## config.mk

```make
export PLATFORM = sky130hd
export DESIGN_NAME = anc_mc_sched
export DESIGN_NICKNAME = d
export VERILOG_FILES = /design/src/rtl/anc_mc_sched.sv
export SDC_FILE = /design/constraint.sdc
export NUM_CORES = 1
export LEC_CHECK = 0
export CAP_MARGIN = 20
export CORE_AREA = 2 2 285 287
export DETAILED_ROUTE_END_ITERATION = 12
export DIE_AREA = 0 0 287 289
export SYNTH_ARGS = -nofsm -noshare
export SYNTH_HDL_FRONTEND = slang
export SYNTH_SLANG_ARGS = --single-unit
```

## constraint.sdc

```tcl
create_clock -name clk -period 17.33 [get_ports clk]
set_input_delay 2.5995 -clock clk [delete_from_list [all_inputs] [get_ports clk]]
set_output_delay 2.5995 -clock clk [all_outputs]
set_load 0.005 [all_outputs]
```

## src/rtl/anc_mc_sched.sv

```systemverilog
// ---------------------------------------------------------------------------
// anc_mc_sched
// Multi-channel scheduler that time-shares one FIR/LMS engine between NCH
// independent ANC channels. Every channel has a one-entry sample slot
// {x, a, e}. A four-state FSM picks the next full slot round-robin, issues it
// to the engine together with a saturated LMS weight adjust (u * e), waits
// for the engine result and emits it. An engine that never answers is
// abandoned after TMO cycles and flagged in a sticky err bit.
//
// Ports
//   clk, rst_n                  clock, asynchronous active-low reset
//   init_done                   enables new grants
//   bypass_mode_sel             forces the issued weight adjust to zero
//   in_valid/in_ready [NCH]     per-channel capture handshake
//   x_in/a_in/e_in [NCH*DW]     packed per-channel samples, ch c at [c*DW +: DW]
//   u_in [DW]                   shared signed Q1.15 LMS step size
//   eng_go/eng_ch/eng_x/eng_a/eng_wadj   engine request
//   eng_done/eng_y              engine response
//   out_valid/out_ch/out_sample result strobe
//   busy, err                   FSM active, sticky timeout flag
// ---------------------------------------------------------------------------
module anc_mc_sched #(
    parameter int NCH = 4,
    parameter int DW  = 16,
    parameter int TMO = 1024,
    localparam int CW = (NCH > 1) ? $clog2(NCH) : 1
) (
    input  logic              clk,
    input  logic              rst_n,
    input  logic              init_done,
    input  logic              bypass_mode_sel,
    input  logic [NCH-1:0]    in_valid,
    output logic [NCH-1:0]    in_ready,
    input  logic [NCH*DW-1:0] x_in,
    input  logic [NCH*DW-1:0] a_in,
    input  logic [NCH*DW-1:0] e_in,
    input  logic [DW-1:0]     u_in,
    output logic              eng_go,
    output logic [CW-1:0]     eng_ch,
    output logic [DW-1:0]     eng_x,
    output logic [DW-1:0]     eng_a,
    output logic [DW-1:0]     eng_wadj,
    input  logic              eng_done,
    input  logic [DW-1:0]     eng_y,
    output logic              out_valid,
    output logic [CW-1:0]     out_ch,
    output logic [DW-1:0]     out_sample,
    output logic              busy,
    output logic              err
);

    localparam int TW = $clog2(TMO + 1);

    localparam logic [1:0] ST_IDLE  = 2'd0;
    localparam logic [1:0] ST_ISSUE = 2'd1;
    localparam logic [1:0] ST_WAIT  = 2'd2;
    localparam logic [1:0] ST_EMIT  = 2'd3;

    localparam logic signed [2*DW-1:0] WADJ_MAX = (2*DW)'((1 << (DW - 1)) - 1);
    localparam logic signed [2*DW-1:0] WADJ_MIN = ~WADJ_MAX;

    // (u * e) >>> (DW-1), clipped to the signed DW-bit range. Only the
    // (-1.0 * -1.0) corner can overflow, but both limits are checked.
    function automatic logic [DW-1:0] calc_wadj(input logic signed [DW-1:0] u,
                                                input logic signed [DW-1:0] e);
        logic signed [2*DW-1:0] prod;
        logic signed [2*DW-1:0] shr;
        prod = (2*DW)'(u) * (2*DW)'(e);
        shr  = prod >>> (DW - 1);
        if (shr > WADJ_MAX) begin
            calc_wadj = WADJ_MAX[DW-1:0];
        end else if (shr < WADJ_MIN) begin
            calc_wadj = WADJ_MIN[DW-1:0];
        end else begin
            calc_wadj = shr[DW-1:0];
        end
    endfunction

    logic [1:0]    state_q, state_d;
    logic [NCH-1:0] full_q, full_d;
    logic [DW-1:0] x_q [NCH];
    logic [DW-1:0] a_q [NCH];
    logic [DW-1:0] e_q [NCH];
    logic [DW-1:0] x_d [NCH];
    logic [DW-1:0] a_d [NCH];
    logic [DW-1:0] e_d [NCH];
    logic [CW-1:0] rr_ptr_q, rr_ptr_d;
    logic [TW-1:0] tmo_cnt_q, tmo_cnt_d;
    logic          eng_go_q, eng_go_d;
    logic [CW-1:0] eng_ch_q, eng_ch_d;
    logic [DW-1:0] eng_x_q, eng_x_d;
    logic [DW-1:0] eng_a_q, eng_a_d;
    logic [DW-1:0] eng_wadj_q, eng_wadj_d;
    logic          out_valid_q, out_valid_d;
    logic [CW-1:0] out_ch_q, out_ch_d;
    logic [DW-1:0] out_sample_q, out_sample_d;
    logic          busy_q, busy_d;
    logic          err_q, err_d;

    logic          grant_found_s;
    logic [CW-1:0] grant_ch_s;
    logic [CW:0]   rr_idx_s;
    logic          clear_s;

    // Round-robin search: first full slot starting at rr_ptr, wrapping at NCH.
    always_comb begin
        grant_found_s = 1'b0;
        grant_ch_s    = '0;
        rr_idx_s      = '0;
        for (int i = 0; i < NCH; i++) begin
            rr_idx_s = {1'b0, rr_ptr_q} + (CW+1)'(i);
            if (rr_idx_s >= (CW+1)'(NCH)) begin
                rr_idx_s = rr_idx_s - (CW+1)'(NCH);
            end else begin
                rr_idx_s = rr_idx_s;
            end
            if (!grant_found_s && full_q[rr_idx_s[CW-1:0]]) begin
                grant_found_s = 1'b1;
                grant_ch_s    = rr_idx_s[CW-1:0];
            end else begin
                grant_found_s = grant_found_s;
            end
        end
    end

    // Scheduler FSM and engine/result register next-state logic.
    always_comb begin
        state_d      = state_q;
        rr_ptr_d     = rr_ptr_q;
        tmo_cnt_d    = tmo_cnt_q;
        eng_go_d     = 1'b0;
        eng_ch_d     = eng_ch_q;
        eng_x_d      = eng_x_q;
        eng_a_d      = eng_a_q;
        eng_wadj_d   = eng_wadj_q;
        out_valid_d  = 1'b0;
        out_ch_d     = out_ch_q;
        out_sample_d = out_sample_q;
        err_d        = err_q;
        clear_s      = 1'b0;
        case (state_q)
            ST_IDLE: begin
                // Engine request registers load on entry to ISSUE so that
                // eng_go and its operands are flop outputs during ISSUE.
                if (init_done && grant_found_s) begin
                    state_d    = ST_ISSUE;
                    eng_go_d   = 1'b1;
                    eng_ch_d   = grant_ch_s;
                    eng_x_d    = x_q[grant_ch_s];
                    eng_a_d    = a_q[grant_ch_s];
                    eng_wadj_d = bypass_mode_sel ? {DW{1'b0}}
                                                 : calc_wadj($signed(u_in), $signed(e_q[grant_ch_s]));
                end else begin
                    state_d = ST_IDLE;
                end
            end
            ST_ISSUE: begin
                state_d   = ST_WAIT;
                clear_s   = 1'b1;
                tmo_cnt_d = '0;
                if (eng_ch_q == CW'(NCH - 1)) begin
                    rr_ptr_d = '0;
                end else begin
                    rr_ptr_d = eng_ch_q + CW'(1);
                end
            end
            ST_WAIT: begin
                if (eng_done) begin
                    state_d      = ST_EMIT;
                    out_valid_d  = 1'b1;
                    out_ch_d     = eng_ch_q;
                    out_sample_d = eng_y;
                end else if (tmo_cnt_q == TW'(TMO - 1)) begin
                    // TMO cycles spent in WAIT: drop the sample.
                    state_d = ST_IDLE;
                    err_d   = 1'b1;
                end else begin
                    tmo_cnt_d = tmo_cnt_q + TW'(1);
                end
            end
            ST_EMIT: begin
                state_d = ST_IDLE;
            end
            default: begin
                state_d = ST_IDLE;
            end
        endcase
        busy_d = (state_d != ST_IDLE);
    end

    // Slot capture and release; capture only into an empty slot.
    always_comb begin
        full_d = full_q;
        for (int c = 0; c < NCH; c++) begin
            x_d[c] = x_q[c];
            a_d[c] = a_q[c];
            e_d[c] = e_q[c];
            if (in_valid[c] && !full_q[c]) begin
                x_d[c]    = x_in[c*DW +: DW];
                a_d[c]    = a_in[c*DW +: DW];
                e_d[c]    = e_in[c*DW +: DW];
                full_d[c] = 1'b1;
            end else begin
                full_d[c] = full_d[c];
            end
        end
        if (clear_s) begin
            full_d[eng_ch_q] = 1'b0;
        end else begin
            full_d = full_d;
        end
    end

    // State, slot and output registers.
    always_ff @(posedge clk or negedge rst_n) begin
        if (!rst_n) begin
            state_q      <= ST_IDLE;
            full_q       <= '0;
            rr_ptr_q     <= '0;
            tmo_cnt_q    <= '0;
            eng_go_q     <= 1'b0;
            eng_ch_q     <= '0;
            eng_x_q      <= '0;
            eng_a_q      <= '0;
            eng_wadj_q   <= '0;
            out_valid_q  <= 1'b0;
            out_ch_q     <= '0;
            out_sample_q <= '0;
            busy_q       <= 1'b0;
            err_q        <= 1'b0;
            for (int c = 0; c < NCH; c++) begin
                x_q[c] <= '0;
                a_q[c] <= '0;
                e_q[c] <= '0;
            end
        end else begin
            state_q      <= state_d;
            full_q       <= full_d;
            rr_ptr_q     <= rr_ptr_d;
            tmo_cnt_q    <= tmo_cnt_d;
            eng_go_q     <= eng_go_d;
            eng_ch_q     <= eng_ch_d;
            eng_x_q      <= eng_x_d;
            eng_a_q      <= eng_a_d;
            eng_wadj_q   <= eng_wadj_d;
            out_valid_q  <= out_valid_d;
            out_ch_q     <= out_ch_d;
            out_sample_q <= out_sample_d;
            busy_q       <= busy_d;
            err_q        <= err_d;
            for (int c = 0; c < NCH; c++) begin
                x_q[c] <= x_d[c];
                a_q[c] <= a_d[c];
                e_q[c] <= e_d[c];
            end
        end
    end

    assign in_ready   = ~full_q;
    assign eng_go     = eng_go_q;
    assign eng_ch     = eng_ch_q;
    assign eng_x      = eng_x_q;
    assign eng_a      = eng_a_q;
    assign eng_wadj   = eng_wadj_q;
    assign out_valid  = out_valid_q;
    assign out_ch     = out_ch_q;
    assign out_sample = out_sample_q;
    assign busy       = busy_q;
    assign err        = err_q;

endmodule

```

## After elaboration in Yosys (flattened, before gate mapping)

Index checks and enable logic that the tools add are counted.

- Bitwise operators: 5
- Muxes and demuxes: 52
- Order comparisons: 13
- Div/mod/pow operators: 0
- Equality and inequality tests: 7
- Multiply operators: 1
- Add/subtract/negate cells: 9
- Reductions and logical operators: 23
- Shift-type cells: 0

Operators with widths:

| operator | count |
|---|---|
| 2-to-1 mux 16 bit | 9 |
| binary-select mux 16 bit (select 2 bit) | 3 |
| multiplier 16 x 16 -> 32 bit | 1 |
| 2-to-1 mux 11 bit | 2 |
| 2-to-1 mux 2 bit | 11 |
| one-hot mux 11 bit (2 select lines) | 1 |
| 2-to-1 mux 1 bit | 19 |
| > comparator 17 x 16 -> 1 bit (second input constant) | 1 |
| less-than comparator 17 x 16 -> 1 bit (second input constant) | 1 |
| less-than comparator 2 x 3 -> 1 bit (second input constant) | 5 |
| greater-or-equal comparator 3 bit (second input constant) | 4 |
| adder 11 x 1 -> 11 bit (second input constant) | 1 |
| == test 11 x 10 -> 1 bit (second input constant) | 1 |
| logical AND 1 bit | 9 |
| binary-select mux 1 bit (select 2 bit) | 4 |
| inverter 4 bit | 2 |
| one-hot mux 2 bit (4 select lines) | 1 |
| subtractor 2 x 1 -> 2 bit (second input constant) | 4 |
| zero test 1 bit | 7 |
| adder 2 x 2 -> 3 bit (second input constant) | 2 |
| == test 2 bit (second input constant) | 3 |
| AND reduction 3 bit | 2 |
| bitwise AND 4 bit | 1 |
| 2-to-1 mux 4 bit | 1 |
| other kinds (12) | 15 |

- Memory bits (read-only): 0
- Bits in registers: 283
- Bits of input ports: 233
- Memories: 0
- Word-level logic and storage cells: 136
- Latch bits: 0
- Memory bits (writable): 0
- Output and inout bits: 76

## Depth between registers and ports, before layout

Gate-level depths: netlist of run 1.

- Depth in word-level cells: 23
- Gate-level depth with buffers: 31

## Worst setup path before layout of run 1

Ideal clock, no wire load.

- Path kind: in2reg
- Start: input u_in[15]
- End: register eng_wadj_q[6] (netlist: eng_wadj[6])
- Stages: 23
- Slack: 8426 ps
- Path buffers: 2
- Data arrival time: 8778 ps
- Setup time: 126 ps
- Cell sequence: clkbuf_1 > nand2_1 > inv_1 > fa_1 > fa_1 > fa_1 > fa_1 > fa_1 > inv_1 > fa_1 > inv_1 > ha_1 > clkbuf_1 > a21oi_1 > o21ai_0 > a31oi_1 > o211ai_1 > a2bb2oi_2 > o31ai_4 > a311o_4 > o22ai_4 > nor2_2 > a221o_1

- Cells in the longest elaborated chain, start to end: 5
- Elaborated cells between the ends (all ways): 6
- Classes of those cells: 1 x mul; 2 x order compare; 3 x mux

Ends and longest elaborated chain:

| element | line | source |
|---|---|---|
| start: declaration | 37 | `input logic [DW-1:0] u_in,` |
| multiplier 16 x 16 -> 32 bit (*) | 68 | `prod = (2*DW)'(u) * (2*DW)'(e);` |
| less-than comparator 17 x 16 -> 1 bit | 72 | `end else if (shr < WADJ_MIN) begin` |
| 2-to-1 mux 16 bit | 72 |  |
| 2-to-1 mux 16 bit (*) | 70 | `if (shr > WADJ_MAX) begin` |
| 2-to-1 mux 16 bit (*) | 151 | `eng_wadj_d = bypass_mode_sel ? {DW{1'b0}}` |
| end signal: assignment | 245 | `eng_wadj_q <= eng_wadj_d;` |
| end: declaration | 93 | `logic [DW-1:0] eng_wadj_q, eng_wadj_d;` |

Mark *: on every way between the ends. The rest lies on a longest branch, timed or not.
A chain may end at the register's enable or synchronous reset.

## Worst setup path in the final report of run 1

- Start: input u_in[15]
- End: register eng_wadj_q[0] (netlist: eng_wadj[0])

Same word-level chain as after synthesis.

==> results of run 1 <==
stage by stage:
stage / cell area [um2] / worst slack, ps / hold WS [ps]
global placement: 26500 / 7450 / 461
floorplan: 22200 / 8430 / 467
CTS: 27700 / 7920 / 487
finish: 27700 / 7920 / 480
detailed placement: 26500 / 7360 / 473
global route: 27700 / 7410 / 500
final cells by class:
| class | instances | area [um2] | share of cell area [%] |
|---|---|---|---|
| multi-input combinational | 1515 | 13700 | 49.5 |
| sequential | 283 | 7080 | 25.6 |
| timing repair buffer | 334 | 3280 | 11.9 |
| tap | 1060 | 1330 | 4.80 |
| inverter | 314 | 1180 | 4.26 |
| clock buffer | 50 | 971 | 3.51 |
| clock inverter | 10 | 131 | 0.475 |
| antenna | 2 | 5.00 | 0.0181 |
cells by family (layout without fill, tap and decap cells):
family / after synthesis / in the layout / share of synthesized area, %
and+or+nand+nor: 734 / 734 / 15.1
buffers and inverters: 412 / 708 / 6.96
adders and majority gates: 345 / 345 / 28.3
DFF: 283 / 283 / 31.9
muxes: 211 / 211 / 10.7
AOI/OAI and AO/OA: 195 / 195 / 5.93
xor gates and xnor gates: 30 / 30 / 1.18
other: 0 / 2 / 0
per-layer routing:
metal	share of wire (%)	vias up
met2	46	414
met1	44	8239
met5	0.11	-
met3	8.7	68
met4	1.3	10
li1	-	7599
worst max-delay path: stages:
cell             delay, ps
clkdlybuf4s50_1        820
nand2_1                180
inv_1                  160
fa_1                   550
fa_1                   900
fa_1                   530
fa_1                   510
fa_1                   490
inv_1                   50
fa_1                   470
inv_1                   40
ha_1                   360
a21oi_1                200
o21ai_0                170
a31oi_1                190
o211ai_1               140
a2bb2oi_2              200
o31ai_4                130
a311o_4                480
o22ai_4                240
nor2_2                 110
a221o_1                310
cells in the mapped netlist, types with 2 or more instances:
cell,count,area [um2]
a21oi_1,34,170
and3_1,37,231
fa_1,261,5230
and2_1,103,644
nor2b_1,14,87.6
a21o_1,8,60.1
nor2_1,49,184
mux2_2,210,2360
o221ai_1,2,17.5
o21ai_0,54,270
and4_1,2,17.5
clkbuf_1,77,289
o31a_1,3,26.3
a221o_1,7,70.1
nand4_1,9,56.3
nor2_2,2,12.5
ha_1,84,1050
xnor2_1,20,175
a22o_1,8,70.1
a22oi_1,2,15.0
a21oi_2,4,35.0
xor2_1,10,87.6
a31oi_1,19,119
nand2_1,411,1540
nand2b_1,2,12.5
dfrtp_1,283,7080
o21bai_1,5,37.5
buf_1,21,78.8
or2_2,8,50.1
or3_1,3,18.8
nand3_1,81,405
inv_1,313,1170
o22ai_4,2,40.0
o211ai_1,4,30.0
o41ai_1,2,17.5
o31ai_1,3,22.5
o21ai_1,11,55.1
nor3_1,8,40.0
o21a_1,6,45.0
a211oi_1,5,37.5
worst paths after layout:
kind / start / cells after the start / end / slack, ps
hold / removal: eng_a[1]$_DFFE_PN0P_ / 2 / eng_a[1]$_DFFE_PN0P_ / 480
hold reg to reg: eng_a[1]$_DFFE_PN0P_ / 2 / eng_a[1]$_DFFE_PN0P_ / 480
setup reg to reg: full_q[1]$_DFF_PN0_ / 28 / eng_wadj[0]$_DFFE_PN0P_ / 8370
min in group asynchronous: rst_n / 1 / a_q[59]$_DFFE_PN0P_ / 2080
setup / recovery: u_in[15] / 22 / eng_wadj[0]$_DFFE_PN0P_ / 7920
max in group asynchronous: rst_n / 3 / e_q[54]$_DFFE_PN0P_ / 13100
registers in the layout (all words and copies together), names as in the netlist:
signal / flops
err: 1
eng_x: 16
out_valid: 1
full_q: 4
eng_wadj: 16
x_q: 64
busy: 1
out_sample: 16
state_q: 2
eng_go: 1
rr_ptr_q: 2
eng_ch: 2
e_q: 64
out_ch: 2
tmo_cnt_q: 11
a_q: 64
eng_a: 16
==> results by group, run 1 <==
Global routing
  – Met3 Track Usage GR: 5.39%
  – Initial antenna violation count: 6
  – GRT busiest layer: met2
  – GRT Util Overall: 16.2%
  – Overflow left after global routing: 0
  – First-pass GRT wire length: 104 mm
  – GRT met2 Usage: 26.0%
  – Met1 global-route usage: 21.7%
  – Vias in the first global route: 17300
  – Largest net degree at the start of global routing: 92

Drt
  – DRC viols: 0
  – Via/cell ratio: 4.58
  – DR iter-0 viols: 894
  – Initial DRT Pass Iterations: 5
  – Via Count: 16300
  – Routed WL per cell: 18.3 um
  – Antenna Nets Post-Route: 0
  – Routed WL: 65.1 mm

Yosys
  – Synth warnings: 0
  – Synth async-reset ratio: 100%
  – Syn nets: 2788
  – Distinct cell type count after synthesis: 63
  – Seq/Total Area, Yosys: 31.9%
  – Mapped Cells: 2210
  – Post-synthesis cell area: 22200 um2
  – Syn_area_per_cell: 10.0 um2
  – Top FF cell, synth: dfrtp_1
  – Synth Register Bits: 283
  – Post-synth EDFFs: 0

Floorplanning
  – Starting Density: 27.8%
  – Total die area: 82900 um2
  – Rows: 104
  – Die Wd: 287 um
  – Die Ht: 289 um
  – Core area: 79900 um2
  – I/O pin total: 309

Worst setup path
  – Element type at the critical path end: flip-flop
  – Worst setup SP type: input port
  – CP Data Arrival Time: 9830 ps
  – Setup Crit Path Kind: in -> reg
  – Req. time, crit path: 17750 ps
  – CP Max Fanout: 16

Timing
  – Clk_skew: 18.9 ps
  – Slew headroom: 32.4%
  – Slew Limit Fails: 0
  – F_max: 106 MHz
  – Post-Route Setup TNS: 0 ps
  – Worst Tran Pin Value: 1010 ps
  – Crit path time final: 9410 ps
  – Unrepaired setup endpoints after global routing: false
  – Final Cycle Share: 54.3%
  – # setup viols final: 0
  – Hold Fails Final Rpt: 0

Run
  – MaxCap Viol Count: 0

Placement
  – Final GP Congestion: 0.885
  – Hpwl dp: 50.1 mm
  – Port bufs: 308
  – Dpl cells: 3506

CTS
  – Setup bufs post-CTS: 0
  – Cts hold-fix bufs: 0
  – TritonCTS clock tree: yes
  – Clk sinks: 283
  – PostCTS Resize Cnt: 0
  – Clk root buf: clkbuf_16
  – Htree depth: 2
  – Clock latency on the worst-skew pair: 550 ps
  – Num CTS Buffers: 34
  – Clk buf depth: 3
  – Worst-path clk slew: 60 ps

Cells and area
  – Most common cell after layout, fill and taps aside: nand2_1
  – Ratio of cells with drive above 1 in the final layout: 12.9%
  – Core Util, Final: 34.6%
  – Area grow syn2layout: 24.6%
  – Commonest non-fill, non-tap cells in the layout: 410 x nand2_1, 313 x inv_1, 307 x clkdlybuf4s50_1, 283 x dfrtp_1, 261 x fa_1
  – Final #Nets: 3060
  – Fillcell total: 8161
  – Post-route insts no fill: 3568

Outcome
  – Status: completed

Hold path
  – Min-delay worst type: reg -> reg
Power of run 1 is left out: the tool's default activity adds up to more than one toggle a clock period on the data nets, which glitch-free logic cannot reach.
==> run 2: changes to the inputs <==
clock period = 7.63 ns   (was 17.33 ns; I/O delays follow)
==> run 2 against run 1 <==
Against the previous run: sequential share of layout area down 2.5 points; die area unchanged; utilization rose by 3.7 points; worst hold slack got worse by 7.3 ps; via count grew 6.7%; global-route usage rose by 1.0 points; clock skew rose by 16 ps; design area grew 11%; register-to-register slack got worse by 8300 ps; sequential cell count unchanged; cell count rose by 5.9%.
==> results by group, run 2 (synthesized netlist as in run 1, its figures left out) <==
CTS
  – TritonCTS clock tree: yes
  – Htree depth: 2
  – Clk buf depth: 3
  – Clk sinks: 283
  – Num CTS Buffers: 34
  – Clk root buf: clkbuf_16
  – Worst-path clk slew: 60 ps
  – Clock latency on the worst-skew pair: 560 ps

Timing
  – Post-Route Setup TNS: 0 ps
  – Hold Fails Final Rpt: 0
  – Unrepaired setup endpoints after global routing: true
  – Slew headroom: 30.9%
  – Worst Tran Pin Value: 1040 ps
  – Crit path time final: 7590 ps
  – F_max: 132 MHz
  – Slew Limit Fails: 0
  – Clk_skew: 34.9 ps
  – Final worst slack: 44.4 ps
  – Final Cycle Share: 99.4%
  – # setup viols final: 0

Worst setup path
  – CP Max Fanout: 7
  – CP Data Arrival Time: 8060 ps
  – Worst setup SP type: flip-flop
  – Setup Crit Path Kind: reg -> reg
  – Most used cell, CP: fa_1
  – R2R Path Start: rr_ptr_q[1]$_DFFE_PN0P_
  – Crit-path slowest cell: fa_2
  – CP peak stage delay: 710 ps
  – Worst setup path startpoint: rr_ptr_q[1]$_DFFE_PN0P_
  – Req. time, crit path: 8110 ps
  – Element type at the critical path end: flip-flop
  – Capturing point of the worst reg2reg path: eng_wadj[11]$_DFFE_PN0P_
  – R2r worst-path depth: 29
  – R2R setup slack: 40 ps

Hold path
  – Min-delay worst type: reg -> reg
  – Hold Path Sink: eng_a[10]$_DFFE_PN0P_
  – Hold path start: eng_a[10]$_DFFE_PN0P_
  – Hold depth: 2

Cells and area
  – Fillcell total: 7945
  – Ratio of cells with drive above 1 in the final layout: 25.0%
  – Final #Nets: 3268
  – Area grow syn2layout: 37.8%
  – Core Util, Final: 38.3%
  – Largest registers: a_q (64), e_q (64), x_q (64)
  – Commonest non-fill, non-tap cells in the layout: 392 x nand2_1, 307 x clkdlybuf4s50_1, 294 x inv_1, 281 x dfrtp_1, 241 x fa_1
  – Most common cell after layout, fill and taps aside: nand2_1

Placement
  – Hpwl dp: 52.4 mm
  – Final GP Congestion: 0.861
  – Port bufs: 308
  – Pre-CTS setup slack: -118 ps

Floorplanning
  – Rows: 104
  – Die Ht: 289 um
  – Total die area: 82900 um2
  – Die Wd: 287 um
  – I/O pin total: 309
  – Starting Density: 27.8%
  – Core area: 79900 um2

Run
  – MaxCap Viol Count: 0

Drt
  – Via/cell ratio: 4.61
  – Initial DRT Pass Iterations: 5
  – Routed WL: 70.5 mm
  – DRC viols: 0
  – Via Count: 17400
  – Routed WL per cell: 18.7 um
  – Antenna Nets Post-Route: 0
  – DR iter-0 viols: 970

Global routing
  – Overflow left after global routing: 0
  – First-pass GRT wire length: 110 mm
  – Vias in the first global route: 18500
  – Largest net degree at the start of global routing: 154
  – GRT Util Overall: 17.2%
  – Initial antenna violation count: 12

Outcome
  – Status: completed
## run 2: cell count changes in the layout (fill, tap and decap cells not counted), moves of 9 or more
cell	previous run	this run
inv_2	1	20
nand2_1	410	392
a31oi_1	15	5
fa_1	261	241
nand2_2	1	13
buf_6	0	31
buf_12	0	31
ha_4	0	13
fa_2	0	20
a31oi_4	0	9
ha_1	84	70
buf_4	26	169
inv_1	313	294
## run 2: worst max-delay path, delay by kind of cell (launching register included)
kind                     cells  cell delay, ps
adder cells (fa/ha/maj)      7            3520
AND/OR/NAND/NOR              5             910
AO/OA/AOI/OAI               10            1700
buffers and inverters        6             770
multiplexers                 1             190
flip-flops                   1             420
## run 2: layout make-up
class | instances | area (um2) | share of cell area (%)
well taps | 1060 | 1330 | 4.33
clock inverters | 13 | 151 | 0.495
diodes | 3 | 7.51 | 0.0245
clock buffers | 47 | 970 | 3.17
flip-flops and latches | 283 | 7080 | 23.1
repair buffers | 542 | 5380 | 17.6
multi-input cells | 1515 | 14500 | 47.4
inverters | 314 | 1180 | 3.85
## run 2: stage by stage
| step | std cells | hold slack, ps | area (um2) |
|---|---|---|---|
| floorplan | 2210 | 467 | 22300 |
| global placement | 3641 | 460 | 27800 |
| detailed placement | 3641 | 466 | 27800 |
| CTS | 3736 | 482 | 29600 |
| global route | 3775 | 500 | 30600 |
| finish | 3777 | 473 | 30600 |
## run 2: worst max-delay path by stage
stage,to,slack (ps),cells after the start
detailed placement,eng_wadj[6]$_DFFE_PN0P_,-120,27
finish,eng_wadj[11]$_DFFE_PN0P_,40,29
global route,eng_wadj[3]$_DFFE_PN0P_,-250,30
floorplan,eng_wadj[6]$_DFFE_PN0P_,90,29
global placement,eng_wadj[11]$_DFFE_PN0P_,-60,23
CTS,eng_wadj[11]$_DFFE_PN0P_,-20,33
## run 2: routing by layer
layer / vias up / GRT usage [%] / share of wire (%)
li1: 8027 / - / -
met2: 508 / 27.8 / 46
met1: 8760 / 22.7 / 44
met4: 14 / 4.00 / 2.2
met3: 116 / 5.23 / 7.8
met5: - / 0 / 0.13
## run 2: what timing repair did
action                     CTS  global route
setup endpoints to repair   16            16
gates resized for setup     63           161
hold buffers                 0             0
pin swaps                   29            81
gates cloned                 3             3
setup buffers               32            42
Power of run 2 is left out for the same reason.
==> run 3: changes to the inputs <==
==> constraint.sdc (replaced) <==
create_clock -name clk -period 7.63 [get_ports clk]
set_input_delay 1.526 -clock clk [delete_from_list [all_inputs] [get_ports clk]]
set_output_delay 1.526 -clock clk [all_outputs]
set_load 0.005 [all_outputs]
==> run 3 against run 2 <==
Against the previous run: non-clock buffer count grew 25; utilization grew 0.26 points; register-to-register slack gained 40 ps; cell count grew 0.58%; critical path depth grew 1; wire length shrank 2.7%; sequential share of layout area shrank 0.16 points; die area is the same; design area grew 0.68%; first-iteration DRC count shrank 20%; maximum frequency grew 0.50%; sequential cell count is the same; critical endpoint unchanged.
==> results by group, run 3 (synthesized netlist as in run 1, its figures left out) <==
Timing
  – Final worst slack: 81.9 ps
  – Tightest hold margin: 476 ps
  – Post-Route Setup TNS: 0 ps
  – Unrepaired setup endpoints after global routing: true
  – Worst Tran Pin Value: 1030 ps
  – Crit path time final: 7550 ps
  – F_max: 132 MHz
  – Slew Limit Fails: 0
  – Final Cycle Share: 98.9%
  – # setup viols final: 0
  – Clk_skew: 25.5 ps
  – Hold Fails Final Rpt: 0
  – Slew headroom: 31.4%

Hold path
  – Min-delay worst type: reg -> reg
  – Hold path start: eng_a[15]$_DFFE_PN0P_
  – Hold depth: 2
  – Hold Path Sink: eng_a[15]$_DFFE_PN0P_

Global routing
  – Largest net degree at the start of global routing: 159
  – Initial antenna violation count: 10
  – Overflow left after global routing: 0
  – Vias in the first global route: 18300
  – GRT Util Overall: 16.6%
  – First-pass GRT wire length: 106 mm

Placement
  – Hpwl dp: 52.8 mm
  – Final GP Congestion: 0.872
  – Pre-CTS setup slack: -447 ps
  – Port bufs: 308

CTS
  – Worst-path clk slew: 60 ps
  – Cts hold-fix bufs: 0
  – Clk buf depth: 3
  – Clk root buf: clkbuf_16
  – TritonCTS clock tree: yes
  – Num CTS Buffers: 34
  – Htree depth: 2
  – Clk sinks: 283
  – Clock latency on the worst-skew pair: 550 ps

Run
  – MaxCap Viol Count: 0

Cells and area
  – Commonest non-fill, non-tap cells in the layout: 376 x nand2_1, 307 x clkdlybuf4s50_1, 295 x inv_1, 281 x dfrtp_1, 249 x fa_1
  – Final #Nets: 3293
  – Ratio of cells with drive above 1 in the final layout: 26.0%
  – Area grow syn2layout: 38.8%
  – Largest registers: a_q (64), e_q (64), x_q (64)
  – Most common cell after layout, fill and taps aside: nand2_1

Worst setup path
  – Crit path max-delay family: adder cells
  – Req. time, crit path: 8080 ps
  – Capturing point of the worst reg2reg path: eng_wadj[11]$_DFFE_PN0P_
  – WP depth: 30
  – Element type at the critical path end: flip-flop
  – R2r worst-path depth: 30
  – CP bufs+invs: 8
  – Crit-path slowest cell: fa_2
  – R2R setup slack: 80 ps
  – CP peak stage delay: 660 ps
  – R2R Path Start: rr_ptr_q[1]$_DFFE_PN0P_
  – CP Data Arrival Time: 8000 ps
  – Setup Crit Path Kind: reg -> reg
  – CP Max Fanout: 7
  – Worst setup SP type: flip-flop

Floorplanning
  – Die Wd: 287 um
  – Starting Density: 27.8%
  – Rows: 104
  – Die Ht: 289 um
  – Total die area: 82900 um2
  – I/O pin total: 309
  – Core area: 79900 um2

Drt
  – Via Count: 17300
  – Antenna Nets Post-Route: 0
  – Routed WL per cell: 18.1 um
  – DRC viols: 0
  – Routed WL: 68.6 mm
  – Initial DRT Pass Iterations: 5
  – Via/cell ratio: 4.56
  – DR iter-0 viols: 774

Outcome
  – Status: completed
[run 3: cell types whose count changed in the layout (fill, tap and decap cells not counted), sizes merged]
cell,previous run,this run
buf,234,257
bufinv,1,2
clkbuf,48,51
clkinvlp,4,0
inv,316,315
[run 3: layout make-up]
cell class | instances | area (um2)
Fill cell | 7963 | 49100
Multi-Input combinational cell | 1515 | 14600
Sequential cell | 283 | 7080
Timing Repair Buffer | 567 | 5590
Tap cell | 1060 | 1330
Inverter | 314 | 1180
Clock buffer | 48 | 933
Clock inverter | 9 | 139
Antenna cell | 3 | 7.51
[run 3: timing repair]
| item | CTS | global route |
|---|---|---|
| pin swaps | 24 | 33 |
| setup buffers | 20 | 18 |
| gates resized for setup | 64 | 172 |
| endpoints found under the setup margin | 16 | 16 |
| cloned | 1 | 3 |
[run 3: how the worst max path moves through the flow]
stage | start | endpoint | slack, ps
floorplan | rr_ptr_q[1]$_DFFE_PN0P_ | eng_wadj[6]$_DFFE_PN0P_ | 10
global placement | u_in[0] | eng_wadj[10]$_DFFE_PN0P_ | -390
detailed placement | u_in[15] | eng_wadj[7]$_DFFE_PN0P_ | -450
CTS | rr_ptr_q[1]$_DFFE_PN0P_ | eng_wadj[13]$_DFFE_PN0P_ | 1
global route | rr_ptr_q[1]$_DFFE_PN0P_ | eng_wadj[10]$_DFFE_PN0P_ | -180
finish | rr_ptr_q[1]$_DFFE_PN0P_ | eng_wadj[11]$_DFFE_PN0P_ | 80
[run 3: per-stage QoR]
step | cells | instance area (um2) | utilization [%]
floorplan | 2210 | 22300 | -
global placement | 3699 | 28300 | 35.4
detailed placement | 3699 | 28300 | 35.4
CTS | 3776 | 29900 | 37.4
global route | 3797 | 30800 | 38.6
finish | 3799 | 30800 | 38.6
[run 3: routing by layer]
metal	GRT usage [%]	vias up	routed length (um)
met5	0	-	110
li1	-	8069	-
met2	27.4	449	32200
met4	4.35	16	2160
met1	21.3	8674	28900
met3	4.89	109	5200
[run 3: tightest hold or removal path, delay by kind of cell (launching register included)]
kind             cells  cell delay, ps
flip-flops           1             340
AO/OA/AOI/OAI        1              60
AND/OR/NAND/NOR      1              50
Power of run 3 is left out for the same reason.
